==> src/rtl/addsub_pipe_flags.sv <==
// addsub_pipe_flags: pipelined adder/subtractor with registered status flags.
// Each pipeline stage resolves one CHUNK-bit slice of the sum. The carry ripples
// from one stage register to the next instead of through one long chain. The
// operands travel down the pipe with the partial result (operand skew). The
// final stage registers z and the flags together.
//
// Ports:
//   clk, rst_n            clock, asynchronous active-low reset
//   in_valid / in_ready   operand beat handshake (in_ready = !stall)
//   x, y, mode, cin       operands; mode 00 add, 01 sub, 10 add+cin, 11 sub-borrow
//   out_valid / out_ready result beat handshake
//   z                     result
//   sign, zero, carry,    per-result flags, registered with z
//   parity, overflow
//   ovf_sticky            set by any consumed result that has overflow=1
//   clr_sticky            synchronous clear of ovf_sticky (a set in the same cycle wins)
module addsub_pipe_flags #(
  parameter int unsigned WIDTH = 16,
  parameter int unsigned CHUNK = 4
) (
  input  logic             clk,
  input  logic             rst_n,
  input  logic             in_valid,
  output logic             in_ready,
  input  logic [WIDTH-1:0] x,
  input  logic [WIDTH-1:0] y,
  input  logic [1:0]       mode,
  input  logic             cin,
  output logic             out_valid,
  input  logic             out_ready,
  output logic [WIDTH-1:0] z,
  output logic             sign,
  output logic             zero,
  output logic             carry,
  output logic             parity,
  output logic             overflow,
  output logic             ovf_sticky,
  input  logic             clr_sticky
);

  localparam int unsigned NSTG = WIDTH / CHUNK;
  // Operands are needed only by stages 1..NSTG-1, so NSTG-1 operand registers suffice.
  localparam int unsigned NOPS = (NSTG > 1) ? NSTG - 1 : 1;

  typedef logic [WIDTH-1:0] word_t;

  // Stage registers
  word_t           x_q  [NOPS];
  word_t           yb_q [NOPS];
  word_t           z_q  [NSTG];
  logic [NSTG-1:0] c_q;
  logic [NSTG-1:0] vld_q;
  logic            sign_q, zero_q, parity_q, ovf_q, sticky_q;

  // Stage inputs (source) and stage results
  word_t           xs_a [NSTG];
  word_t           ys_a [NSTG];
  word_t           zi_a [NSTG];
  word_t           zo_a [NSTG];
  logic [NSTG-1:0] ci_a, co_a, vi_a;
  logic            stall;
  logic            c0;
  logic            sign_d, zero_d, parity_d, ovf_d, sticky_d;
  word_t           zf;

  // Adds chunk k of a and b with carry ci, and merges the chunk into zin.
  function automatic logic [WIDTH:0] chunk_add(input word_t a, input word_t b,
                                               input word_t zin, input logic ci,
                                               input int unsigned k);
    logic [CHUNK:0] s;
    word_t          zo;
    s  = {1'b0, a[k*CHUNK +: CHUNK]} + {1'b0, b[k*CHUNK +: CHUNK]} + {{CHUNK{1'b0}}, ci};
    zo = zin;
    zo[k*CHUNK +: CHUNK] = s[CHUNK-1:0];
    return {s[CHUNK], zo};
  endfunction

  always_comb begin
    stall = vld_q[NSTG-1] && !out_ready;
    ci_a  = '0;
    vi_a  = '0;
    co_a  = '0;

    case (mode)
      2'b00:   c0 = 1'b0;
      2'b01:   c0 = 1'b1;
      2'b10:   c0 = cin;
      default: c0 = ~cin;
    endcase

    xs_a[0]  = x;
    ys_a[0]  = mode[0] ? ~y : y;
    zi_a[0]  = '0;
    ci_a[0]  = c0;
    vi_a[0]  = in_valid;
    for (int unsigned k = 1; k < NSTG; k++) begin
      xs_a[k] = x_q[k-1];
      ys_a[k] = yb_q[k-1];
      zi_a[k] = z_q[k-1];
      ci_a[k] = c_q[k-1];
      vi_a[k] = vld_q[k-1];
    end

    for (int unsigned k = 0; k < NSTG; k++) begin
      {co_a[k], zo_a[k]} = chunk_add(xs_a[k], ys_a[k], zi_a[k], ci_a[k], k);
    end

    zf       = zo_a[NSTG-1];
    sign_d   = zf[WIDTH-1];
    zero_d   = ~|zf;
    parity_d = ~^zf;
    ovf_d    = (xs_a[NSTG-1][WIDTH-1] == ys_a[NSTG-1][WIDTH-1]) &&
               (zf[WIDTH-1] != xs_a[NSTG-1][WIDTH-1]);

    sticky_d = sticky_q;
    if (clr_sticky) sticky_d = 1'b0;
    if (vld_q[NSTG-1] && out_ready && ovf_q) sticky_d = 1'b1;
  end

  always_ff @(posedge clk or negedge rst_n) begin
    if (!rst_n) begin
      vld_q    <= '0;
      c_q      <= '0;
      sign_q   <= 1'b0;
      zero_q   <= 1'b0;
      parity_q <= 1'b0;
      ovf_q    <= 1'b0;
      sticky_q <= 1'b0;
      for (int unsigned k = 0; k < NOPS; k++) begin
        x_q[k]  <= '0;
        yb_q[k] <= '0;
      end
      for (int unsigned k = 0; k < NSTG; k++) begin
        z_q[k] <= '0;
      end
    end else begin
      if (!stall) begin
        vld_q <= vi_a;
        // Data registers load only with a valid beat, so results hold through bubbles.
        for (int unsigned k = 0; k < NSTG; k++) begin
          if (vi_a[k]) begin
            z_q[k] <= zo_a[k];
            c_q[k] <= co_a[k];
          end
        end
        for (int unsigned k = 0; k + 1 < NSTG; k++) begin
          if (vi_a[k]) begin
            x_q[k]  <= xs_a[k];
            yb_q[k] <= ys_a[k];
          end
        end
        if (vi_a[NSTG-1]) begin
          sign_q   <= sign_d;
          zero_q   <= zero_d;
          parity_q <= parity_d;
          ovf_q    <= ovf_d;
        end
      end
      sticky_q <= sticky_d;
    end
  end

  assign in_ready   = !stall;
  assign out_valid  = vld_q[NSTG-1];
  assign z          = z_q[NSTG-1];
  assign carry      = c_q[NSTG-1];
  assign sign       = sign_q;
  assign zero       = zero_q;
  assign parity     = parity_q;
  assign overflow   = ovf_q;
  assign ovf_sticky = sticky_q;

endmodule

==> config.mk <==
export PLATFORM = sky130hd
export DESIGN_NAME = addsub_pipe_flags
export DESIGN_NICKNAME = d
export VERILOG_FILES = /design/src/rtl/addsub_pipe_flags.sv
export SDC_FILE = /design/constraint.sdc
export NUM_CORES = 1
export LEC_CHECK = 0
export ABC_AREA = 0
export CAP_MARGIN = 10
export CORE_MARGIN = 2
export CORE_UTILIZATION = 55
export DETAILED_ROUTE_END_ITERATION = 16
export GPL_ROUTABILITY_DRIVEN = 0
export GPL_TIMING_DRIVEN = 0
export PLACE_DENSITY = 0.79
export RECOVER_POWER = 25
export SLEW_MARGIN = 20
export SYNTH_ARGS = -nofsm -noshare
export SYNTH_HDL_FRONTEND = slang
export SYNTH_SLANG_ARGS = --single-unit
export TNS_END_PERCENT = 1
==> constraint.sdc <==
create_clock -name clk -period 3.1 [get_ports clk]
set_input_delay 0.465 -clock clk [delete_from_list [all_inputs] [get_ports clk]]
set_output_delay 0.465 -clock clk [all_outputs]
set_load 0.01 [all_outputs]
==> flow_metrics.tcl <==
set metrics [dict create \
    critPathCapture "parity" \
    status "finished with violations" \
    fin_crit_sh 0.852 \
    pwr-share-clk 0.161 \
    fin_nets 531 \
    p_sw_frac 0.334 \
    whs_ns 0.486 \
    total_power_mw 6.31 \
    cp-startpoint "x_q[12]" \
    antenna_found_initial 0 \
    crit_path_start_kind "flop" \
    slew_headroom -0.324 \
    cp.depth 8 \
    tightest_slew_ns 1.99 \
    comb_power_share 0.490 \
    yosysTopAreaCell "dfrtp_1" \
    cp_slowest_cell "xnor3_1" \
    synth_seq_cells 100 \
    final_util 0.694 \
    crit_buf_inv 2 \
    ant_nets 0 \
    io_pins 64 \
    leakage_nw 2.64 \
    detail_route.wirelength_mm 8.10 \
    synthTopCellsByArea "dfrtp_1 (53%), mux2_1 (9.8%), ha_1 (4.8%), nand2_1 (3.9%), xnor2_1 (3.5%)" \
    grt_pass1_vias 3031 \
    dp_cells 558 \
    avgViaCountPerCell 5.13 \
    cts_inserted_buffers 9 \
    place_hpwl_mm 6.26 \
    p_sw_mw 2.11 \
    overflow 0 \
    worstSetupEndpointType "flop" \
    first_pass_iters 4 \
    cp.arrival_ns 2.88 \
    cts_sinks 100 \
    yosysTopAreaCellShare 0.534 \
    grtUsageMet1 0.244 \
    cp_max_fo 3 \
    drive_above_1_share 0.115 \
    clk_root_buffer_cell "clkbuf_8" \
    slew_viol_final 36 \
    synth_cell_types 34 \
    fin_area_sq_mm 0.00573 \
    antenna_cells 0 \
    worstSetupPathType "reg2reg" \
    synthArstFlopShare 1.00 \
    cp_slowest_stage_delay_ns 0.48 \
    dpl-instance-area_sq_mm 0.00547 \
    p_int_mw 4.21 \
    rr_worst_depth 8 \
    hold_class "reg2reg" \
    cts_tree "built" \
    setup_viol 0 \
    met2_usage 0.348 \
    port_buffers 62 \
    clock_latency_ns 0.36 \
    drtIter0Drc 89 \
    rsz0062_at_grt "false" \
    initial_core_util 0.568 \
    cts.clk_slew.worst_paths_ns 0.09 \
    rows 33 \
    tns_ns 0 \
    crit_required_ns 3.34 \
    crit_family "XOR/XNOR gates" \
    max_freq_mhz 379 \
    violations "capacitance limit, slew limit" \
    dieArea_sq_mm 0.00928 \
    reg2reg_slack_ns 0.46 \
    synth_ff_type "dfrtp_1" \
    clockBufferDepth 2 \
    critical_path.cell_chain "inv_1, fa_1, inv_1, fa_1, xnor2_1, xnor3_1, xnor3_1, mux2_2" \
    die_y_um 96.3 \
    ys_seq_area_frac 0.534 \
    vdd_drop_max_mv 0.719 \
    met3_usage 0.0439 \
    cap_viol_max_count 1 \
    seqPwrFrac 0.350 \
    hold_violations 0 \
    worst_slack_ns 0.458 \
    clock_skew_ns 0.00808 \
    drc 0 \
    yosys_warnings 0 \
    grt_usage 0.200 \
    syn2layout_area_growth_pct 22.2 \
    syn_area_sq_mm 0.00469 \
    period_needed_ns 2.64 \
    grt_max_degree 66 \
    synth_edf_count 0 \
    via_count 2948 \
    reg2reg_from "x_q[12]" \
    fp.dieW_um 96.3 \
    avgRoutedWirePerCell_um 14.1 \
    core_sq_mm 0.00826 \
    syn_area_per_cell_sq_um 12.0 \
    stdcell_count 575 \
    htree_levels 3 \
    grt_pass1_wl_mm 13.9 \
    grt-busiest-layer "met2" \
    reg2reg_to "parity" \
    dp_slack_ns 0.189 \
    syn_inst 390 \
    power_density_mw_per_mm2 1100 \
    synth_nets 456 \
]
## state kept, by name, summed over array words and instances, names as in the netlist, 4 cells and up
| register | flops |
|---|---|
| x_q | 24 |
| yb_q | 24 |
| z | 16 |
| c_q | 4 |
| z_q | 24 |
| vld_q | 4 |
## synth_stat cells, types with 3 or more instances
cell type / number
dfrtp_1: 100
nand2_1: 49
mux2_1: 41
inv_1: 27
o21ai_1: 24
xnor2_1: 19
ha_1: 18
buf_4: 16
o21ai_0: 15
mux2_2: 12
xor2_1: 10
a21oi_1: 8
fa_1: 8
buf_2: 7
clkbuf_1: 6
a21o_1: 3
nor2_1: 3
nor2b_1: 3
xnor3_1: 3
## timing repair
item / 4_1_cts / 5_1_grt
setup buffers: 0 / 0
endpoints found under the setup margin: 0 / 0
hold buffers: 1 / 0
resized for setup: 0 / 0
endpoints found under the hold margin: 35 / 0
## final cells by class
| class | instances | area (sq um) |
|---|---|---|
| plain buffers | 31 | 185 |
| clock buffers | 11 | 151 |
| clock inverters | 5 | 108 |
| fillers | 613 | 2530 |
| inverters | 28 | 105 |
| multi-input cells | 231 | 1900 |
| flip-flops and latches | 100 | 2500 |
| well taps | 105 | 131 |
| repair buffers | 64 | 652 |
## worst min-delay path, delay by kind of cell (launching register included)
kind,cells,cell delay [ns]
AOI/OAI and AO/OA,1,0.06
and+or+nand+nor,1,0.05
DFF,1,0.35
## power by group through the flow
stage | clock network [mW] | logic [mW] | registers [mW]
6_report | 1.01 | 3.09 | 2.21
5_1_grt | 1.09 | 3.42 | 2.28
4_1_cts | 1.03 | 3.12 | 2.21
3_5_place_dp | 0 | 3.08 | 2.24
3_3_place_gp | 0 | 2.97 | 2.20
2_1_floorplan | 0 | 2.29 | 2.13
## logic make-up after synthesis
family,synth area share
AOI/OAI and AO/OA,0.0667
xor gates and xnor gates,0.0686
and+or+nand+nor,0.0598
adders and majority gates,0.0822
DFF,0.534
muxes,0.127
buffers and inverters,0.0619
## worst min-delay path by stage
stage                   from       end  slack [ns]  cells after the start
finish               z_q[37]   z_q[37]        0.49                      2
detailed placement     rst_n   x_q[41]        0.38                      1
CTS                 vld_q[0]  vld_q[0]        0.49                      2
floorplan              rst_n    c_q[0]        0.17                      0
global route        vld_q[0]  vld_q[0]        0.51                      2
global placement    vld_q[0]  vld_q[0]        0.46                      2
## layout by cell type, fill, tap and decap left out, drive strengths merged, types with 3 or more instances in the layout
cell           count
xor2              10
bufinv             3
xnor2             19
xnor3              3
a21oi              8
o21ai             39
nand2             50
ha                18
nor2b              3
a21o               4
clkdlybuf4s50     60
buf               26
clkbuf            18
dfrtp            100
inv               28
fa                 8
mux2              53
nor2               3
## routing by layer
metal  part of all wire  wire [um]
met2               0.50       4050
met5                  0          0
met4              0.017        138
met1               0.45       3610
met3              0.038        308
Power figures use the tool's default switching activity.
